**src/rtl/div_mem_pkg.sv**
```systemverilog
// Shared types and size helpers for the scratch-memory divider lane sequencer.
package div_mem_pkg;

  typedef enum logic [1:0] {
    IDLE      = 2'd0,
    WAIT_DONE = 2'd1,
    WRITE     = 2'd2,
    GAP       = 2'd3
  } state_t;

  function automatic int num_div(input int lanes_per_line, input int num_lines);
    return lanes_per_line * num_lines;
  endfunction

  function automatic int line_w(input int lanes_per_line, input int data_w);
    return lanes_per_line * data_w;
  endfunction

  function automatic int addr_w(input int num_lines);
    return (num_lines > 1) ? $clog2(num_lines) : 1;
  endfunction

  // Gap counter must hold WT_GAP-1; width stays at least one bit when the gap is zero.
  function automatic int gap_w(input int wt_gap);
    return (wt_gap > 1) ? $clog2(wt_gap) : 1;
  endfunction

endpackage

```
**src/rtl/div_lane_capture.sv**
```systemverilog
// One divider lane: sticky done flag plus result snapshot, taken on the first sampled done.
// Snapshot visible one cycle after the sampled done; clear dominates and has no backpressure.
module div_lane_capture #(
  parameter int DATA_W = 32
) (
  input  logic              clk,
  input  logic              reset,
  input  logic              i_clear,
  input  logic              i_sample_en,
  input  logic              i_done,
  input  logic [DATA_W-1:0] i_value,
  output logic              o_done_seen,
  output logic [DATA_W-1:0] o_value
);

  logic              r_seen;
  logic [DATA_W-1:0] r_value;

  always_ff @(posedge clk) begin
    if (reset || i_clear) begin
      r_seen  <= 1'b0;
      r_value <= '0;
    end else if (i_sample_en && i_done && !r_seen) begin
      r_seen  <= 1'b1;
      r_value <= i_value;
    end
  end

  assign o_done_seen = r_seen;
  assign o_value     = r_value;

endmodule

```
**src/rtl/div_lane_mem_sequencer.sv**
```systemverilog
// Fans scratch-memory lines out to divider lanes, gathers results, writes them back line by line.
// First write one cycle after the final done; later reads while busy are dropped and flag overrun.
module div_lane_mem_sequencer
  import div_mem_pkg::*;
#(
  parameter  int DATA_W         = 32,
  parameter  int LANES_PER_LINE = 4,
  parameter  int NUM_LINES      = 2,
  parameter  int WT_GAP         = 2,
  localparam int NUM_DIV        = num_div(LANES_PER_LINE, NUM_LINES),
  localparam int LINE_W         = line_w(LANES_PER_LINE, DATA_W),
  localparam int ADDR_W         = addr_w(NUM_LINES),
  localparam int GAP_W          = gap_w(WT_GAP)
) (
  input  logic                        clk,
  input  logic                        reset,
  input  logic                        enable,
  input  logic                        sc_mem_rd_data_rdy,
  input  logic [NUM_LINES*LINE_W-1:0] sc_mem_rd_data,
  input  logic [NUM_DIV-1:0]          div_done,
  input  logic [NUM_DIV*DATA_W-1:0]   div_value,
  output logic [NUM_DIV*DATA_W-1:0]   cdfval_todiv,
  output logic                        div_start,
  output logic                        sc_mem_wt_en,
  output logic [ADDR_W-1:0]           sc_mem_wt_addr,
  output logic [LINE_W-1:0]           sc_mem_wt_data,
  output logic                        busy,
  output logic                        overrun
);

  state_t                     r_state;
  logic [ADDR_W-1:0]          r_line;
  logic [GAP_W-1:0]           r_gap_cnt;
  logic                       r_busy;

  logic                       w_accept;
  logic                       w_sample;
  logic                       w_all_done;
  logic                       w_last_line;
  logic [ADDR_W-1:0]          w_line_inc;
  logic [NUM_DIV-1:0]         w_seen;
  logic [NUM_DIV*DATA_W-1:0]  w_snap;
  logic [NUM_DIV*DATA_W-1:0]  w_snap_nxt;

  assign w_accept    = (r_state == IDLE) && enable && sc_mem_rd_data_rdy;
  // The div_start cycle is excluded so a stale done from the previous job cannot count.
  assign w_sample    = (r_state == WAIT_DONE) && !div_start;
  assign w_all_done  = &(w_seen | (div_done & {NUM_DIV{w_sample}}));
  assign w_last_line = (r_line == ADDR_W'(NUM_LINES - 1));
  assign w_line_inc  = r_line + 1'b1;

  for (genvar k = 0; k < NUM_DIV; k++) begin : g_lane
    div_lane_capture #(
      .DATA_W(DATA_W)
    ) u_cap (
      .clk         (clk),
      .reset       (reset),
      .i_clear     (w_accept),
      .i_sample_en (w_sample),
      .i_done      (div_done[k]),
      .i_value     (div_value[k*DATA_W +: DATA_W]),
      .o_done_seen (w_seen[k]),
      .o_value     (w_snap[k*DATA_W +: DATA_W])
    );
    // Line 0 is written on the same edge the last lanes capture, so bypass their snapshot.
    assign w_snap_nxt[k*DATA_W +: DATA_W] = w_seen[k] ? w_snap[k*DATA_W +: DATA_W]
                                                      : div_value[k*DATA_W +: DATA_W];
  end

  always_ff @(posedge clk) begin
    if (reset) begin
      r_state        <= IDLE;
      r_line         <= '0;
      r_gap_cnt      <= '0;
      r_busy         <= 1'b0;
      cdfval_todiv   <= '0;
      div_start      <= 1'b0;
      sc_mem_wt_en   <= 1'b0;
      sc_mem_wt_data <= '0;
      overrun        <= 1'b0;
    end else begin
      div_start <= 1'b0;
      if (sc_mem_rd_data_rdy && r_busy) overrun <= 1'b1;

      case (r_state)
        IDLE: begin
          if (w_accept) begin
            cdfval_todiv <= sc_mem_rd_data;
            div_start    <= 1'b1;
            r_busy       <= 1'b1;
            r_state      <= WAIT_DONE;
          end
        end

        WAIT_DONE: begin
          if (w_all_done) begin
            r_line         <= '0;
            sc_mem_wt_en   <= 1'b1;
            sc_mem_wt_data <= w_snap_nxt[LINE_W-1:0];
            r_state        <= WRITE;
          end
        end

        WRITE: begin
          sc_mem_wt_en   <= 1'b0;
          sc_mem_wt_data <= '0;
          if (WT_GAP > 0) begin
            r_gap_cnt <= GAP_W'(WT_GAP - 1);
            r_state   <= GAP;
          end else if (w_last_line) begin
            r_busy  <= 1'b0;
            r_state <= IDLE;
          end else begin
            r_line         <= w_line_inc;
            sc_mem_wt_en   <= 1'b1;
            sc_mem_wt_data <= w_snap[w_line_inc*LINE_W +: LINE_W];
            r_state        <= WRITE;
          end
        end

        GAP: begin
          if (r_gap_cnt != '0) begin
            r_gap_cnt <= r_gap_cnt - 1'b1;
          end else if (w_last_line) begin
            r_busy  <= 1'b0;
            r_state <= IDLE;
          end else begin
            r_line         <= w_line_inc;
            sc_mem_wt_en   <= 1'b1;
            sc_mem_wt_data <= w_snap[w_line_inc*LINE_W +: LINE_W];
            r_state        <= WRITE;
          end
        end

        default: r_state <= IDLE;
      endcase
    end
  end

  assign sc_mem_wt_addr = r_line;
  assign busy           = r_busy;

endmodule
```
**config.mk**
```make
export PLATFORM = sky130hd
export DESIGN_NAME = div_lane_mem_sequencer
export DESIGN_NICKNAME = d
export VERILOG_FILES = /design/src/rtl/div_mem_pkg.sv /design/src/rtl/div_lane_capture.sv /design/src/rtl/div_lane_mem_sequencer.sv
export SDC_FILE = /design/constraint.sdc
export NUM_CORES = 1
export LEC_CHECK = 0
export CORE_AREA = 2 2 356 358
export DETAILED_ROUTE_END_ITERATION = 8
export DIE_AREA = 0 0 358 360
export PLACE_DENSITY_LB_ADDON = 0.05
export REMOVE_ABC_BUFFERS = 1
export SYNTH_ARGS = -nofsm -noshare
export SYNTH_HDL_FRONTEND = slang
export SYNTH_SLANG_ARGS = --single-unit
```
**constraint.sdc**
```tcl
create_clock -name clk -period 2.4 [get_ports clk]
set_input_delay 0.36 -clock clk [delete_from_list [all_inputs] [get_ports clk]]
set_output_delay 0.36 -clock clk [all_outputs]
set_load 0.01 [all_outputs]
```
==> summary.md, run 1 <==
| Metric | Value |
|---|---|
| Status | complete, no violations |
| M1 WL | 51320 µm |
| Worst VDD drop | 476.9 µV |
| Pre-antenna DRT Iters | 5 |
| P_sw | 0.007032 W |
| Tcrit/Tclk final | 0.9522 |
| F_max | 437.6 MHz |
| Post-DP HPWL | 91920 µm |
| Die ar. | 128900 µm² |
| Routed via count | 23930 |
| Count leader, synth | dfxtp_1 |
| Final WL | 128300 µm |
| Most used cell along the critical path | buf_12 |
| Highest routed layer | met5 |
| Root Buffer | clkbuf_16 |
| Antenna violations before repair | 63 |
| WS Path Type | flip-flop to flip-flop |
| Post-synth ARST share | 0 |
| Clock slew at reported path FFs | 60 ps |
| Slew margin rel. | 0.3676 |
| Largest net degree at the start of global routing | 69 |
| Fin crit period | 2285 ps |
| Clk_skew | 21.67 ps |
| Synth top cells by count | dfxtp_1 (656), nand2_1 (518), a21oi_1 (297), a22o_1 (256), mux2i_1 (248) |
| Worst r2r src | div_start |
| Vias in the first global route | 24300 |
| First-pass GRT wire length | 181200 µm |
| Final Util | 0.3242 |
| Clock tree buffer depth | 3 |
| Final net count | 4160 |
| Yosys warns | 0 |
| Worst reg2reg setup slack | 110 ps |
| Max-Cap Viols | 0 |
| Prevailing post-synth register cell | dfxtp_1 |
| CTS tree | done |
| DR WL/cell | 23.93 µm |
| Die Height | 360 µm |
| Comb pwr share | 0.107 |
| DRC Markers | 0 |
| R2R cell count | 7 |
| Layout cells sized above 1 | 0.09746 |
| Number of clock buffers inserted by TritonCTS | 87 |
| Synthesized area per cell | 9.323 µm² |
| # setup viols final | 0 |
| Worst Tran Pin Value | 948.6 ps |
| WL met2 | 63290 µm |
| Worst hold-check path type | input port to flip-flop |
| Post-synth EDFFs | 0 |
| Post-synth top area share | 0.5049 |
| CP Capture Point | sc_mem_wt_data[118] |
| DRT iter0 DRCs | 1235 |
| CP Data Required Time | 2920 ps |
| Pwr dens | 683.7 nW/µm² |
| Synth top area cells | dfxtp_1 (50%), mux2i_1 (9.5%), a22o_1 (8.6%), nand2_1 (7.5%), a21oi_1 (5.7%) |
| Cell row count | 130 |
| Leakage power | 13.49 nW |
| Total GRT Usage | 0.1923 |
| Worst Setup SP | div_start |
| Yosys cell types | 34 |
| CTS HTree Levels | 3 |
| RSZ-0062 raised after global routing | false |
| Post-synth top area cell | dfxtp_1 |
| Startpoint types | flip-flop |
| R2R Path End | sc_mem_wt_data[118] |
| Vias per Instance | 4.463 |
| CP Max Fanout | 25 |
| Starting Density | 0.2082 |
| Clk_lat worst skew | 700 ps |
| Sw Share | 0.2540 |
| Final number of hold-violating endpoints | 0 |
| Cell count after synthesis | 2790 |
| Grt ovf | 0 |
| Sequential Power Share | 0.413 |
| P_int | 0.02066 W |
| Core Footprint | 124900 µm² |
| Placer Congestion | 0.7549 |
| Yosys reg bits | 656 |
| Clk sinks | 656 |
| Critical Path AT | 2810 ps |
| Die W | 358 µm |
| # IOs | 913 |
| Post-route ant nets | 0 |
| CP max stage delay | 590 ps |
| Area Overhead vs Synth | 55.71% |
| I/O Buffers | 912 |
| Synth Cell Area | 26010 µm² |
| Total power | 0.02769 W |
| Crit-path slowest cell | or4_4 |
| Routed wl met3 | 10720 µm |
| Critical Path End Type | flip-flop |
| Crit-path cells | and4bb_2 -> o22ai_1 -> or4_4 -> buf_12 -> buf_12 -> a21oi_1 -> a211oi_1 |
| Max-slew violations | 0 |
| Clock share of power | 0.480 |
| Seq/Total Area, Yosys | 0.5049 |
[cells by family after synthesis]
kind of cell | count (synthesis) | synth area share
flip-flops | 656 | 0.5049
buffers and inverters | 390 | 0.06282
AND/OR/NAND/NOR | 578 | 0.08919
multiplexers | 248 | 0.09544
AO/OA/AOI/OAI | 918 | 0.2476
[state kept, by name (all words and copies together) (netlist names)]
signal / count
cdfval_todiv: 256
g_lane.u_cap.o_value: 256
sc_mem_wt_data: 128
g_lane.u_cap.o_done_seen: 8
r_state: 2
busy: 1
div_start: 1
overrun: 1
r_gap_cnt: 1
sc_mem_wt_addr: 1
sc_mem_wt_en: 1
[metal layers]
layer	up-vias	GRT usage
li1	11560	-
met4	20	0.04914
met5	-	0
met3	217	0.06905
met1	11360	0.2207
met2	768	0.3353
[area by class of cell]
type                            instances  area (µm²)
Antenna cell                            7       17.52
Clock buffer                          128        2531
Clock inverter                         29       359.1
Fill cell                           12950       84420
Inverter                              130       488.0
Multi-Input combinational cell       1744       11340
Sequential cell                       656       13150
Tap cell                             1650        2064
Timing Repair Buffer                 1017       10560
[power groups by stage]
stage,clock network (W),logic [W],registers [W]
finish,0.0133,0.00297,0.0114
global route,0.0142,0.00320,0.0115
CTS,0.0138,0.00302,0.0114
detailed placement,0,0.00301,0.0116
global placement,0,0.00303,0.0117
floorplan,0,0.00100,0.0118
[layout by cell type (no fill, tap or decap), drive strengths merged, types with 7 or more instances in the layout]
cell	Yosys	routed
clkdlybuf4s50	0	911
dfxtp	656	656
nand2	518	518
a21oi	387	387
a22o	256	256
mux2i	248	248
inv	130	134
a211oi	128	128
clkbuf	156	128
o22ai	127	127
buf	104	105
nor2	21	21
clkinv	0	21
diode	0	7
[worst max-delay path, delay by kind of cell, from the launching register on]
| kind | cells | cell delay [ps] |
|---|---|---|
| compound gates | 3 | 320 |
| buf+inv | 2 | 410 |
| flops | 1 | 410 |
| simple gates | 2 | 950 |
[per-stage QoR]
step                cell area (µm²)  worst slack [ps]  std cells  setup TNS (ps)  hold WS [ps]
floorplan                     24860            -19380       2530        -9544440         432.4
global route                  40500             11.63       5359               0         198.5
detailed placement            37560            -182.1       5195          -18550         443.2
finish                        40500             114.6       5361               0         211.7
global placement              37560            -187.5       5195          -21070         441.8
CTS                           40460             53.10       5353               0         140.8
[worst min-delay path by stage]
stage          slack (ps)  cells after the start                           to                start
2_1_floorplan         430                      1                      overrun                reset
3_3_place_gp          440                      2            sc_mem_wt_data[4]    sc_mem_wt_data[4]
3_5_place_dp          440                      2          sc_mem_wt_data[125]  sc_mem_wt_data[125]
4_1_cts               140                      3  g_lane[4].u_cap.o_value[20]       div_value[148]
5_1_grt               200                      3  g_lane[7].u_cap.o_value[18]       div_value[242]
6_report              210                      3  g_lane[4].u_cap.o_value[20]       div_value[148]
[repair_timing]
action / 4_1_cts / 5_1_grt
gates resized for setup: 0 / 1
hold buffers: 1 / 0
endpoints found under the setup margin: 0 / 115
buffers inserted: 0 / 1
hold endpoints to repair: 2 / 0
(Power assumes the default switching activity.)
==> run 2: changes to the inputs <==
--- a/config.mk
+++ b/config.mk
@@ -5,11 +5,13 @@
 export SDC_FILE = /design/constraint.sdc
 export NUM_CORES = 1
 export LEC_CHECK = 0
-export CORE_AREA = 2 2 356 358
+export CORE_AREA = 2 2 360 362
 export DETAILED_ROUTE_END_ITERATION = 8
-export DIE_AREA = 0 0 358 360
+export DIE_AREA = 0 0 362 364
 export PLACE_DENSITY_LB_ADDON = 0.05
 export REMOVE_ABC_BUFFERS = 1
+export SLEW_MARGIN = 20
 export SYNTH_ARGS = -nofsm -noshare
 export SYNTH_HDL_FRONTEND = slang
+export SYNTH_HIERARCHICAL = 1
 export SYNTH_SLANG_ARGS = --single-unit
==> summary.md, run 2 <==
| Metric | Value |
|---|---|
| Status | complete, no violations |
| Worst reg2reg setup slack | 80 ps |
| Clk_lat worst skew | 670 ps |
| Largest net degree at the start of global routing | 125 |
| Layout cells sized above 1 | 0.1326 |
| Placer Congestion | 0.7949 |
| Die Height | 364 µm |
| CP Max Fanout | 65 |
| Vias in the first global route | 29480 |
| F_max | 431.3 MHz |
| Post-route ant nets | 0 |
| Antenna violations before repair | 62 |
| Leakage power | 16.01 nW |
| Root Buffer | clkbuf_16 |
| Clock tree buffer depth | 3 |
| RSZ-0062 raised after global routing | true |
| Synth top area cells | dfxtp_1 (39%), nor3b_1 (11%), mux2_4 (11%), mux2i_1 (7.6%), nand2_1 (5.8%) |
| Hold depth | 3 |
| Area Overhead vs Synth | 42.44% |
| Sw Share | 0.2625 |
| Die W | 362 µm |
| Clk sinks | 656 |
| Critical Path AT | 2910 ps |
| Post-DP HPWL | 101000 µm |
| Post-synth top area share | 0.3903 |
| Commonest non-fill, non-tap cell in the layout | clkdlybuf4s50_1 |
| Final number of hold-violating endpoints | 0 |
| Seq/Total Area, Yosys | 0.3903 |
| Post-synth EDFFs | 0 |
| Yosys cell types | 38 |
| CTS tree | done |
| # setup viols final | 0 |
| WS Path Type | flip-flop to flip-flop |
| CTS HTree Levels | 3 |
| Hold Path Origin | reset |
| Worst Setup SP | r_state[1] |
| Max-slew violations | 0 |
| DRC Markers | 0 |
| Comb pwr share | 0.145 |
| Starting Density | 0.2622 |
| Final net count | 4855 |
| Final Util | 0.3735 |
| Tcrit/Tclk final | 0.9661 |
| Count leader, synth | dfxtp_1 |
| Worst r2r src | r_state[1] |
| Cell count after synthesis | 3541 |
| Clock slew at reported path FFs | 60 ps |
| CP Data Required Time | 2990 ps |
| Worst Tran Pin Value | 734.1 ps |
| Number of clock buffers inserted by TritonCTS | 87 |
| P_sw | 0.007475 W |
| Worst Hold Slack | 231.4 ps |
| Synth top cells by count | dfxtp_1 (656), nand2_1 (516), nor3b_1 (512), a21oi_1 (272), mux2i_1 (256) |
| Pre-antenna DRT Iters | 5 |
| Fin crit period | 2319 ps |
| Critical Path End Type | flip-flop |
| Cell row count | 132 |
| Worst hold-check path type | input port to flip-flop |
| Max-Cap Viols | 0 |
| Yosys warns | 6 |
| Core Footprint | 128300 µm² |
| Clk_skew | 17.00 ps |
| Synthesized area per cell | 9.501 µm² |
| Pwr dens | 594.2 nW/µm² |
| Post-synth ARST share | 0 |
| DR WL/cell | 23.85 µm |
| I/O Buffers | 912 |
| Vias per Instance | 4.891 |
| Placed cell areas | 45040 µm² |
| R2R cell count | 7 |
| Prevailing post-synth register cell | dfxtp_1 |
| Cells after DPL | 5915 |
| Final Instance Area | 47920 µm² |
| Grt ovf | 0 |
| Most frequent cells in the layout | clkdlybuf4s50_1 (911), dfxtp_1 (649), nand2_1 (515) |
| First-pass GRT wire length | 209300 µm |
| Final WL | 144900 µm |
| Routed via count | 29710 |
| Fin Setup TNS | 0 ps |
| Synth Cell Area | 33640 µm² |
| Slew margin rel. | 0.5106 |
| P_int | 0.02100 W |
| Sequential Power Share | 0.400 |
| Worst VDD drop | 501.2 µV |
| Yosys reg bits | 656 |
| Clock share of power | 0.456 |
| # IOs | 913 |
| Post-synth top area cell | dfxtp_1 |
| Startpoint types | flip-flop |
| Fin cells | 6073 |
| Total GRT Usage | 0.2105 |
| Fill count | 13070 |
| DRT iter0 DRCs | 1791 |
| Die ar. | 131800 µm² |
[run 2: cell types whose count changed in the layout (fill, tap and decap cells not counted), sizes merged, moves of 62 or more]
cell | previous run | this run
buf | 105 | 167
nor4b | 0 | 128
a221oi | 4 | 128
a21oi | 387 | 272
a22o | 256 | 0
inv | 134 | 6
nor2 | 21 | 135
nor3b | 3 | 512
o22ai | 127 | 4
mux2 | 0 | 256
nor2b | 6 | 128
[run 2: worst paths after layout]
kind	end
worst max register to register	sc_mem_wt_data[75]
worst min-delay path	div_start
worst min register to register	cdfval_todiv[84]
worst max-delay path	sc_mem_wt_data[75]
[run 2: area by class of cell]
class,count,area [µm²],area share
multi-input combinational,2504,18470,0.3854
sequential,656,13150,0.2744
timing repair buffer,1079,11400,0.2378
clock buffer,128,2576,0.05376
tap,1675,2096,0.04373
clock inverter,18,193.9,0.004047
antenna,10,25.02,0.0005222
inverter,3,18.77,0.0003916
[run 2: cells by family (layout without fill, tap and decap cells)]
group,after synthesis,count (layout),share of synthesized area
flops,656,656,0.3903
simple gates,1452,1452,0.2521
mux,512,512,0.1886
buf+inv,381,1228,0.06378
compound gates,540,540,0.1051
other cells,0,10,0
[run 2: metal layers]
metal  GRT usage  share of wire  vias up
li1            -              -    14290
met1      0.2568           0.42    14380
met2      0.3594           0.48      766
met3     0.05883          0.066      231
met4     0.06152          0.025       40
met5           0         0.0019        -
[run 2: per-stage QoR]
stage	power (W)	setup WS [ps]
2_1_floorplan	0.01310	-17890
3_3_place_gp	0.01573	-18.76
3_5_place_dp	0.01573	-42.82
4_1_cts	0.02903	29.77
5_1_grt	0.02972	-5.756
6_report	0.02847	81.38
[run 2: power groups by stage]
stage | clock network [W] | registers [W] | logic [W]
finish | 0.0130 | 0.0114 | 0.00413
global route | 0.0139 | 0.0114 | 0.00443
CTS | 0.0135 | 0.0114 | 0.00419
detailed placement | 0 | 0.0116 | 0.00410
global placement | 0 | 0.0116 | 0.00411
floorplan | 0 | 0.0118 | 0.00132
[run 2: repair_timing]
item,4_1_cts,5_1_grt
endpoints found under the setup margin,1,21
gates cloned,1,0
hold buffers,0,0
resized for setup,1,8
buffers inserted,1,0
[run 2: worst max-delay path: stages, from the launching register on]
cell,delay (ps)
dfxtp_1,510
buf_4,250
buf_4,160
nand3b_1,180
buf_12,240
nor4b_1,530
a221oi_1,100
mux2i_1,140
==> RTL change, RTL diff (flow settings as in run 1) <==
Register the output `overrun` once more, with the module's reset; this adds one clock of latency there. The other outputs are not delayed to match. Comments in the files are not updated.
--- a/src/rtl/div_lane_mem_sequencer.sv
+++ b/src/rtl/div_lane_mem_sequencer.sv
@@ -27,6 +27,8 @@
   output logic                        busy,
   output logic                        overrun
 );
+
+  logic overrun_s0;
 
   state_t                     r_state;
   logic [ADDR_W-1:0]          r_line;
@@ -77,10 +79,10 @@
       div_start      <= 1'b0;
       sc_mem_wt_en   <= 1'b0;
       sc_mem_wt_data <= '0;
-      overrun        <= 1'b0;
+      overrun_s0     <= 1'b0;
     end else begin
       div_start <= 1'b0;
-      if (sc_mem_rd_data_rdy && r_busy) overrun <= 1'b1;
+      if (sc_mem_rd_data_rdy && r_busy) overrun_s0 <= 1'b1;
 
       case (r_state)
         IDLE: begin
@@ -140,4 +142,12 @@
   assign sc_mem_wt_addr = r_line;
   assign busy           = r_busy;
 
+  always_ff @(posedge clk) begin
+    if (reset) begin
+      overrun <= '0;
+    end else begin
+      overrun <= overrun_s0;
+    end
+  end
+
 endmodule
Function: not settled (the Yosys comparison gave no result); the edit may change what the design does.
==> RTL change against run 1 <==
- sequential power barely moved
- area after synthesis rose by 0.24%
- sequential cell count rose by 1
- utilization rose by 0.12 points
- wire length rose by 2.0%
- worst setup slack improved by 12 ps
- final area rose by 0.36%
- via count rose by 0.29%
- power fell by 0.36%
==> RTL change: results <==
set metrics [dict create \
    hpwl_um 91900 \
    first_iter_violations 1303 \
    grt_usage 0.196 \
    dp_slack_ps -280 \
    vias_per_cell 4.48 \
    place_area_mm2 0.0377 \
    period_needed_ps 2270 \
    antenna_found_initial 51 \
    yosys-top-cells-count "657 x dfxtp_1, 518 x nand2_1, 287 x a21oi_1, 256 x a22o_1, 248 x mux2i_1" \
    synth-seq-area-share 0.504 \
    final_layout_size_suffix_gt1_frac 0.0987 \
    fill_cells 12990 \
    first_global_vias 24282 \
    cts-buffers-inserted 86 \
    finClkSkew_ps 22.4 \
    maxSlewHeadroom 0.298 \
    cts_resized 1 \
    grt_max_degree 74 \
    cp_max_fo 30 \
    leakagePower_nw 13.5 \
    power_switching_mw 6.82 \
    grt_pass1_wl_um 184000 \
    met1Wirelength_um 52200 \
    irDropWorstVdd_v 0.000512 \
    route.met3.wl_um 11200 \
    status "finished clean" \
    clk-insertion-delay-late_ps 670 \
]
==> RTL change: final cells by class <==
class / instances / area, µm² / share of cell area
Clock buffer: 129 / 2600 / 0.0639
Inverter: 130 / 488 / 0.0120
Antenna cell: 7 / 17.5 / 0.000431
Timing Repair Buffer: 1013 / 10700 / 0.263
Multi-Input combinational cell: 1745 / 11400 / 0.280
Sequential cell: 657 / 13200 / 0.324
Tap cell: 1650 / 2060 / 0.0508
Clock inverter: 23 / 241 / 0.00594
==> RTL change: cells by family (layout without fill, tap and decap cells) <==
| family | count (synthesis) | count (layout) | share of synthesized area |
|---|---|---|---|
| compound gates | 918 | 918 | 0.249 |
| simple gates | 579 | 579 | 0.0892 |
| mux | 248 | 248 | 0.0952 |
| buf+inv | 390 | 1295 | 0.0626 |
| flops | 657 | 657 | 0.504 |
| other cells | 0 | 7 | 0 |
==> RTL change: metrics by stage <==
step                hold slack (ps)  std cells  setup TNS (ps)
floorplan                       429       2532        -9546870
global placement                440       5192          -26530
detailed placement              443       5192          -24870
CTS                             159       5347               0
global route                    214       5351               0
finish                          232       5354               0
==> RTL change: worst paths after layout <==
| check | from | endpoint | depth (start not counted) |
|---|---|---|---|
| setup / recovery | div_start$_SDFF_PP0_ | sc_mem_wt_data[96]$_SDFFE_PP0P_ | 6 |
| setup reg to reg | div_start$_SDFF_PP0_ | sc_mem_wt_data[96]$_SDFFE_PP0P_ | 6 |
| hold reg to reg | sc_mem_wt_data[74]$_SDFFE_PP0P_ | sc_mem_wt_data[74]$_SDFFE_PP0P_ | 2 |
| hold / removal | div_value[139] | g_lane[4].u_cap.o_value[11]$_SDFFE_PP0P_ | 3 |
==> RTL change: routing by layer <==
metal	global-route usage	vias up
met5	0	-
met3	0.0728	196
met4	0.0435	20
met2	0.344	745
li1	-	11566
met1	0.224	11469
